[config.mk]
export PLATFORM = sky130hd
export DESIGN_NAME = scr1_dmem_cnn_target_flat
export DESIGN_NICKNAME = d
export VERILOG_FILES = /design/src/rtl/scr1_dmem_cnn_target_if.sv /design/src/rtl/scr1_dmem_cnn_target.sv /design/src/flat_wrapper.sv
export SDC_FILE = /design/constraint.sdc
export NUM_CORES = 2
export LEC_CHECK = 0
export BUFFER_PORTS_ARGS = -buffer_cell sky130_fd_sc_hd__buf_2
export CORE_MARGIN = 10
export CORE_UTILIZATION = 55
export CTS_CLUSTER_SIZE = 24
export DETAILED_ROUTE_END_ITERATION = 10
export PLACE_DENSITY_LB_ADDON = 0.2
export SLEW_MARGIN = 0
export SYNTH_ARGS = -nofsm -noshare
export SYNTH_HDL_FRONTEND = slang
export SYNTH_SLANG_ARGS = --single-unit
[constraint.sdc]
create_clock -name clk -period 11.1 [get_ports clk]
set_input_delay 2.22 -clock clk [delete_from_list [all_inputs] [get_ports clk]]
set_output_delay 2.22 -clock clk [all_outputs]
set_load 0.01 [all_outputs]
[src/rtl/scr1_dmem_cnn_target_if.sv]
// SCR1 dmem bus types and the request/response interface seen by the CNN target.
package scr1_cnn_pkg;

    typedef enum logic {
        SCR1_MEM_CMD_RD = 1'b0,
        SCR1_MEM_CMD_WR = 1'b1
    } type_scr1_mem_cmd_e;

    typedef enum logic [1:0] {
        SCR1_MEM_WIDTH_BYTE  = 2'b00,
        SCR1_MEM_WIDTH_HWORD = 2'b01,
        SCR1_MEM_WIDTH_WORD  = 2'b10,
        SCR1_MEM_WIDTH_ERROR = 2'b11
    } type_scr1_mem_width_e;

    typedef enum logic [1:0] {
        SCR1_MEM_RESP_NOTRDY = 2'b00,
        SCR1_MEM_RESP_RDY_OK = 2'b01,
        SCR1_MEM_RESP_RDY_ER = 2'b10
    } type_scr1_mem_resp_e;

endpackage

interface scr1_dmem_cnn_target_if;

    logic                              req;
    logic                              req_ack;
    scr1_cnn_pkg::type_scr1_mem_cmd_e   cmd;
    scr1_cnn_pkg::type_scr1_mem_width_e width;
    logic [31:0]                       addr;
    logic [31:0]                       wdata;
    logic [31:0]                       rdata;
    scr1_cnn_pkg::type_scr1_mem_resp_e  resp;

    modport master (
        output req, cmd, width, addr, wdata,
        input  req_ack, rdata, resp
    );

    modport slave (
        input  req, cmd, width, addr, wdata,
        output req_ack, rdata, resp
    );

endinterface

[src/rtl/scr1_dmem_cnn_target.sv]
// SCR1 dmem responder for the CNN accelerator: control/status registers, two int8
// operand buffers and a 4-lane signed int8 dot-product engine.
// Optional feature macro: SCR1_CNN_SAT_EN (saturating accumulator with sticky OVF).
module scr1_dmem_cnn_target
    import scr1_cnn_pkg::*;
#(
    parameter int unsigned BUF_DEPTH = 16
) (
    input  logic                  clk,
    input  logic                  rst_n,
    scr1_dmem_cnn_target_if.slave bus,
    output logic                  irq
);

    localparam int unsigned IW = $clog2(BUF_DEPTH);
    localparam int unsigned LW = $clog2(BUF_DEPTH) + 1;

    typedef enum logic [1:0] {
        ST_IDLE = 2'd0,
        ST_RUN  = 2'd1,
        ST_DONE = 2'd2
    } state_e;

    // Register state
    state_e              state_q, state_d;
    logic [LW-1:0]       idx_q, idx_d;
    logic [LW-1:0]       len_q, len_d;
    logic [31:0]         acc_q, acc_d;
    logic [31:0]         result_q, result_d;
    logic                ie_q, ie_d;
    logic                done_q, done_d;
    logic                ovf_q, ovf_d;
    logic                req_ack_q;
    type_scr1_mem_resp_e resp_q, resp_d;
    logic [31:0]         rdata_q, rdata_d;
    logic                irq_q;

    logic [31:0] wbuf [BUF_DEPTH];
    logic [31:0] ibuf [BUF_DEPTH];

    // Decode signals
    logic [11:0]   off;
    logic          acc_req;
    logic          is_wr;
    logic          busy;
    logic          misalign_c;
    logic [3:0]    be_c;
    logic          idx_ok;
    logic          sel_reg;
    logic          sel_wbuf;
    logic          sel_ibuf;
    logic          err_c;
    logic [IW-1:0] buf_idx;
    logic [31:0]   rd_val_c;
    logic          wbuf_we;
    logic          ibuf_we;
    logic          unused_addr;

    // Engine datapath signals
    logic [LW-1:0]      eff_len;
    logic [31:0]        w_word;
    logic [31:0]        i_word;
    logic signed [15:0] prod;
    logic signed [17:0] lane_sum;
    logic [31:0]        acc_step_c;
    logic               step_ovf_c;

    assign off         = bus.addr[11:0];
    assign unused_addr = ^bus.addr[31:12];
    assign acc_req     = bus.req & req_ack_q;
    assign is_wr       = (bus.cmd == SCR1_MEM_CMD_WR);
    assign busy        = (state_q != ST_IDLE);
    assign buf_idx     = off[IW+1:2];
    assign idx_ok      = (32'(off[7:2]) < BUF_DEPTH);
    assign sel_reg     = (off[11:4] == 8'h00);
    assign sel_wbuf    = (off[11:8] == 4'h1) & idx_ok;
    assign sel_ibuf    = (off[11:8] == 4'h2) & idx_ok;
    assign eff_len     = (len_q > LW'(BUF_DEPTH)) ? LW'(BUF_DEPTH) : len_q;

    // Width/alignment check and byte enables for buffer writes
    always_comb begin
        misalign_c = 1'b0;
        be_c       = 4'b0000;
        case (bus.width)
            SCR1_MEM_WIDTH_BYTE:  be_c = 4'b0001 << off[1:0];
            SCR1_MEM_WIDTH_HWORD: begin
                misalign_c = off[0];
                be_c       = 4'b0011 << {off[1], 1'b0};
            end
            SCR1_MEM_WIDTH_WORD:  begin
                misalign_c = |off[1:0];
                be_c       = 4'b1111;
            end
            default:              misalign_c = 1'b1;
        endcase
    end

    // Error classification: any hit here leaves all state untouched
    assign err_c = misalign_c
                 | ~(sel_reg | sel_wbuf | sel_ibuf)
                 | (sel_reg & (bus.width != SCR1_MEM_WIDTH_WORD))
                 | (sel_reg & (off[3:2] == 2'd3) & is_wr)
                 | ((sel_wbuf | sel_ibuf) & busy);

    // Read data mux; registers see pre-update values of this cycle
    always_comb begin
        rd_val_c = '0;
        if (sel_wbuf) begin
            rd_val_c = wbuf[buf_idx];
        end else if (sel_ibuf) begin
            rd_val_c = ibuf[buf_idx];
        end else begin
            case (off[3:2])
                2'd0:    rd_val_c = {30'd0, ie_q, 1'b0};
                2'd1:    rd_val_c = {29'd0, ovf_q, done_q, busy};
                2'd2:    rd_val_c = 32'(len_q);
                default: rd_val_c = result_q;
            endcase
        end
    end

    // One dot-product step: four signed int8 products summed into 18 bits
    always_comb begin
        w_word   = wbuf[idx_q[IW-1:0]];
        i_word   = ibuf[idx_q[IW-1:0]];
        prod     = '0;
        lane_sum = '0;
        for (int b = 0; b < 4; b++) begin
            prod     = 16'($signed(w_word[8*b +: 8])) * 16'($signed(i_word[8*b +: 8]));
            lane_sum = lane_sum + {{2{prod[15]}}, prod};
        end
    end

`ifdef SCR1_CNN_SAT_EN
    logic [32:0] acc_wide;

    // Saturating accumulate with clamp detection
    always_comb begin
        acc_wide   = {acc_q[31], acc_q} + {{15{lane_sum[17]}}, lane_sum};
        step_ovf_c = (acc_wide[32] != acc_wide[31]);
        if (step_ovf_c) begin
            acc_step_c = acc_wide[32] ? 32'h8000_0000 : 32'h7FFF_FFFF;
        end else begin
            acc_step_c = acc_wide[31:0];
        end
    end
`else
    // Wrapping accumulate
    always_comb begin
        acc_step_c = acc_q + {{14{lane_sum[17]}}, lane_sum};
        step_ovf_c = 1'b0;
    end
`endif

    // Next state: bus side effects first, engine last so DONE set wins over W1C
    always_comb begin
        state_d  = state_q;
        idx_d    = idx_q;
        len_d    = len_q;
        acc_d    = acc_q;
        result_d = result_q;
        ie_d     = ie_q;
        done_d   = done_q;
        ovf_d    = ovf_q;
        resp_d   = SCR1_MEM_RESP_NOTRDY;
        rdata_d  = '0;
        wbuf_we  = 1'b0;
        ibuf_we  = 1'b0;

        if (acc_req) begin
            if (err_c) begin
                resp_d = SCR1_MEM_RESP_RDY_ER;
            end else begin
                resp_d = SCR1_MEM_RESP_RDY_OK;
                if (!is_wr) begin
                    rdata_d = rd_val_c;
                end else if (sel_wbuf) begin
                    wbuf_we = 1'b1;
                end else if (sel_ibuf) begin
                    ibuf_we = 1'b1;
                end else begin
                    case (off[3:2])
                        2'd0: if (!busy) begin
                            ie_d = bus.wdata[1];
                            if (bus.wdata[0]) begin
                                result_d = '0;
                                done_d   = 1'b0;
                                ovf_d    = 1'b0;
                                idx_d    = '0;
                                acc_d    = '0;
                                state_d  = (eff_len == '0) ? ST_DONE : ST_RUN;
                            end
                        end
                        2'd1: begin
                            if (bus.wdata[1]) done_d = 1'b0;
`ifdef SCR1_CNN_SAT_EN
                            if (bus.wdata[2]) ovf_d = 1'b0;
`endif
                        end
                        2'd2: if (!busy) len_d = bus.wdata[LW-1:0];
                        default: ;
                    endcase
                end
            end
        end

        case (state_q)
            ST_RUN: begin
                acc_d = acc_step_c;
                if (step_ovf_c) ovf_d = 1'b1;
                idx_d = idx_q + LW'(1);
                if ((idx_q + LW'(1)) >= eff_len) state_d = ST_DONE;
            end
            ST_DONE: begin
                result_d = acc_q;
                done_d   = 1'b1;
                state_d  = ST_IDLE;
            end
            default: ;
        endcase
    end

    // State and output registers
    always_ff @(posedge clk or negedge rst_n) begin
        if (!rst_n) begin
            state_q   <= ST_IDLE;
            idx_q     <= '0;
            len_q     <= '0;
            acc_q     <= '0;
            result_q  <= '0;
            ie_q      <= 1'b0;
            done_q    <= 1'b0;
            ovf_q     <= 1'b0;
            req_ack_q <= 1'b1;
            resp_q    <= SCR1_MEM_RESP_NOTRDY;
            rdata_q   <= '0;
            irq_q     <= 1'b0;
        end else begin
            state_q   <= state_d;
            idx_q     <= idx_d;
            len_q     <= len_d;
            acc_q     <= acc_d;
            result_q  <= result_d;
            ie_q      <= ie_d;
            done_q    <= done_d;
            ovf_q     <= ovf_d;
            req_ack_q <= 1'b1;
            resp_q    <= resp_d;
            rdata_q   <= rdata_d;
            irq_q     <= done_d & ie_d;
        end
    end

    // Operand buffers: byte-enable writes, contents survive reset
    always_ff @(posedge clk) begin
        for (int b = 0; b < 4; b++) begin
            if (wbuf_we && be_c[b]) wbuf[buf_idx][8*b +: 8] <= bus.wdata[8*b +: 8];
            if (ibuf_we && be_c[b]) ibuf[buf_idx][8*b +: 8] <= bus.wdata[8*b +: 8];
        end
    end

    assign bus.req_ack = req_ack_q;
    assign bus.resp    = resp_q;
    assign bus.rdata   = rdata_q;
    assign irq         = irq_q;

endmodule
[src/flat_wrapper.sv]
// flat-port wrapper written by rule: the top's interface ports become plain ports
module scr1_dmem_cnn_target_flat import scr1_cnn_pkg::*;
#(
    parameter int unsigned BUF_DEPTH = 16
)
  (clk, rst_n, irq, bus_req, bus_cmd, bus_width, bus_addr, bus_wdata, bus_req_ack, bus_rdata, bus_resp);
  scr1_dmem_cnn_target_if bus_i ();
  input  logic clk;
  input  logic rst_n;
  output logic irq;
  input wire logic [$bits(bus_i.req)-1:0] bus_req;
  input wire logic [$bits(bus_i.cmd)-1:0] bus_cmd;
  input wire logic [$bits(bus_i.width)-1:0] bus_width;
  input wire logic [$bits(bus_i.addr)-1:0] bus_addr;
  input wire logic [$bits(bus_i.wdata)-1:0] bus_wdata;
  output wire logic [$bits(bus_i.req_ack)-1:0] bus_req_ack;
  output wire logic [$bits(bus_i.rdata)-1:0] bus_rdata;
  output wire logic [$bits(bus_i.resp)-1:0] bus_resp;
  assign bus_i.req = bus_req;
  assign bus_i.cmd = bus_cmd;
  assign bus_i.width = bus_width;
  assign bus_i.addr = bus_addr;
  assign bus_i.wdata = bus_wdata;
  assign bus_req_ack = bus_i.req_ack;
  assign bus_rdata = bus_i.rdata;
  assign bus_resp = bus_i.resp;
  scr1_dmem_cnn_target #(.BUF_DEPTH(BUF_DEPTH)) u_core (.clk(clk), .rst_n(rst_n), .bus(bus_i), .irq(irq));
endmodule
# Yosys cells after proc, flatten, opt, wreduce, memory -nomap -nowiden
# Memories as Yosys holds them, arrays and structs flattened.
# Cells that the tools add are included.
totals:
  regBits: 113
  word_cells: 171
  ram_bits: 1024
  mem_count: 2
  out_inout_bits: 36
classes:
  multipliers: 4
  muxes: 83
  n_eq_ne: 18
  addsub: 5
  n_lt_le_gt_ge: 3
  n_bitwise: 19
  shifts: 2
  n_reduce_logical: 25
mem_list:
  columns: ["name", "words", "width", "read_ports", "rd_ports_with_merged_regs", "write_ports", "line", "text"]
  rows:
  - ["u_core.ibuf", 16, 32, 2, 0, 1, "scr1_dmem_cnn_target.sv:39", "logic [31:0] ibuf [BUF_DEPTH];"]
  - ["u_core.wbuf", 16, 32, 2, 0, 1, "scr1_dmem_cnn_target.sv:38", "logic [31:0] wbuf [BUF_DEPTH];"]
op_table:
  columns: ["cell", "count"]
  rows:
  - ["two-way mux 32 bit", 15]
  - ["one-hot mux 32 bit (3 select lines)", 1]
  - ["multiplier 8 x 8 -> 16 bit", 4]
  - ["two-way mux 5 bit", 10]
  - ["two-way mux 1 bit", 41]
  - ["adder 18 bit", 2]
  - ["adder 32 bit", 1]
  - ["two-way mux 2 bit", 12]
  - ["inequality test 2 bit, second input constant", 9]
  - ["nonzero test 2 bit", 9]
  - ["adder 16 x 16 -> 17 bit", 1]
  - ["AND reduction 8 bit", 2]
  - ["one-hot mux 4 bit (3 select lines)", 1]
  - ["equality test 2 bit, second input constant", 4]
  - ["logical AND 1 bit", 8]
  - ["zero test 8 bit", 1]
  - ["bitwise AND 1 bit", 7]
  - ["OR 1 bit", 7]
  - ["AND reduction 7 bit", 1]
  - ["equality test 2 x 1 -> 1 bit, second input constant", 3]
  - ["less-than comparator 6 x 5 -> 1 bit, second input constant", 1]
  - ["adder 5 x 1 -> 5 bit, second input constant", 1]
  - [">= comparator 5 bit", 1]
  - ["> comparator 5 bit, second input constant", 1]
  - ["other kinds (11)", 16]

# Longest topological paths before layout
depth:
  depth_word: 14
  mapped_depth: 47

# Least setup slack after synthesis
# OpenSTA, ideal clock, no wires.
synth_timing:
  path_kind: "register -> register"
  start: "register u_core.idx_q[0]"
  end: "register u_core.acc_q[29]"
  slack_ns: -0.218
  stages_incl_launch_ff: 43
  t_arrival_ns: 11.182
  t_required_ns: 10.963
  path_buffers: 3
  setup_ns: 0.137
  path_cell_list: "dfrtp_1 -> clkbuf_1 -> buf_2 -> buf_1 -> mux4_2 -> mux4_2 -> or2_2 -> fa_1 -> fa_1 -> inv_1 -> fa_1 -> fa_1 -> fa_1 -> inv_1 -> fa_1 -> inv_1 -> ha_1 -> o21ai_0 -> [7 not listed] -> ha_1 -> nand2_1 -> nor2_1 -> nand3_1 -> o2111ai_1 -> a31o_2 -> a21oi_1 -> xnor2_1 -> ha_1 -> a21oi_1 -> o21ai_0 -> o21a_1 -> o21a_1 -> a311oi_1 -> o21ai_1 -> a221oi_1 -> mux2i_1 -> o211ai_1"
synth_via:
  elab_chain_len: 7
synth_lines:
  columns: ["item", "line", "text"]
  rows:
  - ["start: declaration", "scr1_dmem_cnn_target.sv:26", "logic [LW-1:0] idx_q, idx_d;"]
  - ["start signal: assignment", "scr1_dmem_cnn_target.sv:240", "idx_q <= idx_d;"]
  - ["memory read (16 x 32 bit) (on tied branches)", null, null]
  - ["multiplier 8 x 8 -> 16 bit", "scr1_dmem_cnn_target.sv:129", "prod = 16'($signed(w_word[8*b +: 8])) * 16'($signed(i_word[8*b +: 8]));"]
  - ["adder 16 x 16 -> 17 bit", "scr1_dmem_cnn_target.sv:130", "lane_sum = lane_sum + {{2{prod[15]}}, prod};"]
  - ["adder 18 bit", "scr1_dmem_cnn_target.sv:130", null]
  - ["adder 18 bit *", "scr1_dmem_cnn_target.sv:130", null]
  - ["adder 32 bit *", "scr1_dmem_cnn_target.sv:150", "acc_step_c = acc_q + {{14{lane_sum[17]}}, lane_sum};"]
  - ["two-way mux 32 bit *", "scr1_dmem_cnn_target.sv:207", "case (state_q)"]
  - ["end signal: assignment", "scr1_dmem_cnn_target.sv:229", "acc_q <= '0;"]
  - ["end signal: assignment", "scr1_dmem_cnn_target.sv:242", "acc_q <= acc_d;"]
  - ["end: declaration", "scr1_dmem_cnn_target.sv:28", "logic [31:0] acc_q, acc_d;"]
# Every way passes the cells marked *; elsewhere a longest branch is shown, timed or not.
# A chain may end at the register's enable or synchronous reset.

# Worst setup path in the final report
layout_timing:
  start: "register u_core.idx_q[0]"
  end: "register u_core.acc_q[26]"
# The elaborated chain is that of the path after synthesis.

==> results.json <==
{
  "dieArea_mm2": 0.131,
  "max_cap_violations": 0,
  "status": "finished clean",
  "path_clk_slew_ns": 0.06,
  "p_leak_nw": 25.8,
  "timing.final.crit_share_pct": 97.2,
  "fmax_mhz": 92.7,
  "cts_buffers": 117,
  "rr_worst_depth": 43,
  "boundaryPins": 106,
  "grt_usage_pct": 26.3,
  "synth_edf_count": 1024,
  "core-area_mm2": 0.116,
  "path_class": "flop to flop",
  "gr-total-overflow": 0,
  "slew_headroom_pct": 16.2,
  "drv_slew": 0,
  "fin_util_pct": 62.8,
  "p_per_area_mw_per_mm2": 175,
  "fill_cells": 8392,
  "cts_sinks": 1137,
  "drt_drc_violations_left": 0,
  "reg2reg_slack_ns": 0.32,
  "slowest_stage": "mux4_2",
  "hold_path.class": "flop to flop",
  "ir_drop_mv": 0.210,
  "clk_path_buf_depth": 3,
  "finalHoldViolCount": 0,
  "final_area_mm2": 0.0729,
  "cp_common_cell": "fa_1",
  "first_pass_iters": 6,
  "first_global_vias": 38600,
  "period_minus_slack_ns": 10.78,
  "syn_avg_cell_area_um2": 16.2,
  "routed-via-count": 37900,
  "synth-seq-cells": 1137,
  "syn_inst": 3959,
  "grt_max_degree": 117,
  "slowest_delay_ns": 0.59,
  "setup_viol": 0,
  "io_buffers": 84,
  "die_x_um": 362,
  "hold_end": "u_core.done_q$_DFF_PN0_",
  "dp_hpwl_um": 115000,
  "area_growth_pct": 13.5,
  "tritoncts": "built",
  "worst_pin_slew_ns": 1.25,
  "cp-end-kind": "flop",
  "start_util_pct": 55.4,
  "ctsHoldBuffers": 0,
  "post-place-ws_ns": -0.342,
  "antenna_found_initial": 18,
  "synthTopCellsByArea": "edfxtp_1 48%, mux4_2 22%, fa_1 8.5%",
  "syn-num-nets": 4469,
  "r2r-start": "u_core.idx_q[0]$_DFFE_PN0P_",
  "num_rows": 125,
  "dpl_cell_area_mm2": 0.0682,
  "synth.top_cell.area_share_pct": 47.9,
  "routabilityCongestion": 0.894,
  "first_iter_violations": 4644,
  "ant_nets": 0,
  "critPathMaxFanout": 8,
  "cts.root.buffer_cell": "clkbuf_16",
  "setup_tns_ns": 0,
  "yosysTopAreaCell": "edfxtp_1",
  "crit_arrival_ns": 11.36,
  "synth_cell_type_count": 75,
  "layout.nets": 4788,
  "hold_depth": 1,
  "skew_ns": 0.0334,
  "cts-htree-levels": 3,
  "hold_path.startpoint": "u_core.done_q$_DFF_PN0_",
  "async_reset_ff_share_pct": 9.94,
  "die_y_um": 362,
  "clk_latency_ns": 0.71,
  "wire_per_inst_um": 29.2,
  "drive_gt1_share_pct": 30.1,
  "r2r-end": "u_core.acc_q[26]$_DFFE_PN0P_",
  "yosysWarnings": 0,
  "seq_area_frac_synth_pct": 52.3,
  "syn-cell-area_mm2": 0.0643,
  "drt_wl_total_um": 172000,
  "worst_setup_path_start_kind": "flop",
  "viasPerCell": 6.41,
  "whs_ns": 0.501,
  "fin_ws_ns": 0.316,
  "crit_required_ns": 11.68,
  "ys.flop_type": "edfxtp_1",
  "grt_pass1_wl_um": 253000
}
-- through the flow --
step | cells | total power [W]
2_1_floorplan | 3959 | 0.00729
3_3_place_gp | 5653 | 0.00852
3_5_place_dp | 5653 | 0.00855
4_1_cts | 5870 | 0.0125
5_1_grt | 5901 | 0.0134
6_report | 5904 | 0.0128
-- synth_stat cells, types with 23 or more instances --
cell type	n
xnor2_1	66
clkbuf_1	125
a22oi_1	31
mux4_2	639
nor2_1	185
buf_2	47
and2_1	137
xor2_1	34
fa_1	272
inv_1	373
a21oi_1	99
nand3_1	27
dfrtp_1	113
o21ai_0	90
edfxtp_1	1024
nand2_1	265
ha_1	168
a21o_1	23
buf_1	23
-- worst max-delay path, delay by kind of cell (launching register included) --
family                     cells  cell delay, ns
adders and majority gates     10            4.15
AOI/OAI and AO/OA             10            1.77
buffers and inverters         14            1.62
muxes                          2            1.10
and+or+nand+nor                4            1.04
xor gates and xnor gates       3            0.50
DFF                            1            0.45
-- kinds of logic (layout without fill, tap and decap cells) --
group	Yosys count	count (layout)	share of synthesized area (%)
flops	1137	1137	52.3
simple gates	728	728	5.32
mux	656	656	22.7
buf+inv	572	987	3.48
fa+ha+maj	440	440	11.7
compound gates	324	324	3.11
xor+xnor	101	101	1.40
other cells	1	7	0.00584
-- sequential cells by signal (all words and copies together), names as in the netlist --
name / count
u_core.idx_q: 5
u_core.bus.resp: 2
u_core.len_q: 5
u_core.result_q: 32
u_core.bus.rdata: 32
u_core.wbuf: 512
u_core.done_q: 1
u_core.state_q: 2
u_core.irq: 1
u_core.acc_q: 32
u_core.ibuf: 512
u_core.ie_q: 1
-- worst max-delay path by stage --
stage | to | depth (start not counted) | slack [ns] | from
floorplan | u_core.acc_q[29]$_DFFE_PN0P_ | 44 | 0.006 | u_core.idx_q[0]$_DFFE_PN0P_
global placement | u_core.acc_q[29]$_DFFE_PN0P_ | 43 | -0.20 | u_core.idx_q[0]$_DFFE_PN0P_
detailed placement | u_core.acc_q[29]$_DFFE_PN0P_ | 41 | -0.34 | u_core.idx_q[0]$_DFFE_PN0P_
CTS | u_core.acc_q[29]$_DFFE_PN0P_ | 39 | -0.005 | u_core.idx_q[0]$_DFFE_PN0P_
global route | u_core.acc_q[24]$_DFFE_PN0P_ | 48 | -0.05 | u_core.idx_q[0]$_DFFE_PN0P_
finish | u_core.acc_q[26]$_DFFE_PN0P_ | 43 | 0.32 | u_core.idx_q[0]$_DFFE_PN0P_
-- placed cells by master, fill, tap and decap left out, types with 32 or more instances in the layout --
cell,instances
a21oi_1,87
o21ai_0,85
and2_1,133
nand2_1,261
nor2_1,180
inv_1,370
ha_1,155
xnor2_1,64
buf_4,270
dfrtp_1,109
xor2_1,32
clkbuf_16,124
fa_1,270
buf_2,79
edfxtp_1,1024
mux4_2,639
-- repair_timing --
action	CTS	global route
gates cloned	0	5
setup buffers	2	24
setup endpoints to repair	8	11
pin swaps	5	39
gates resized for setup	17	98
-- area by class of cell --
type / count / area (µm²) / share of cell area [%]
flip-flops and latches: 1137 / 33600 / 46.1
multi-input cells: 2250 / 28900 / 39.6
inverters: 373 / 1400 / 1.92
well taps: 1524 / 1910 / 2.62
clock buffers: 144 / 3070 / 4.21
clock inverters: 71 / 727 / 0.997
repair buffers: 399 / 3340 / 4.58
diodes: 6 / 15.0 / 0.0206
-- report_power, final --
part / leakage (nW) / internal [W] / switching, W
logic: 13.3 / 0.00198 / 0.00201
clock network: 1.82 / 0.00228 / 0.00165
registers: 10.6 / 0.00478 / 0.0000844
total: 25.8 / 0.00904 / 0.00374
-- layer usage --
| layer | wire (µm) | global-route usage [%] | up-vias | part of all wire, % |
|---|---|---|---|---|
| li1 | - | - | 15800 | - |
| met1 | 65800 | 35.4 | 19800 | 38 |
| met2 | 82300 | 41.7 | 1870 | 48 |
| met3 | 19000 | 7.45 | 311 | 11 |
| met4 | 5120 | 8.20 | 20 | 3.0 |
| met5 | 147 | 0 | - | 0.085 |
Power figures use the tool's default switching activity.
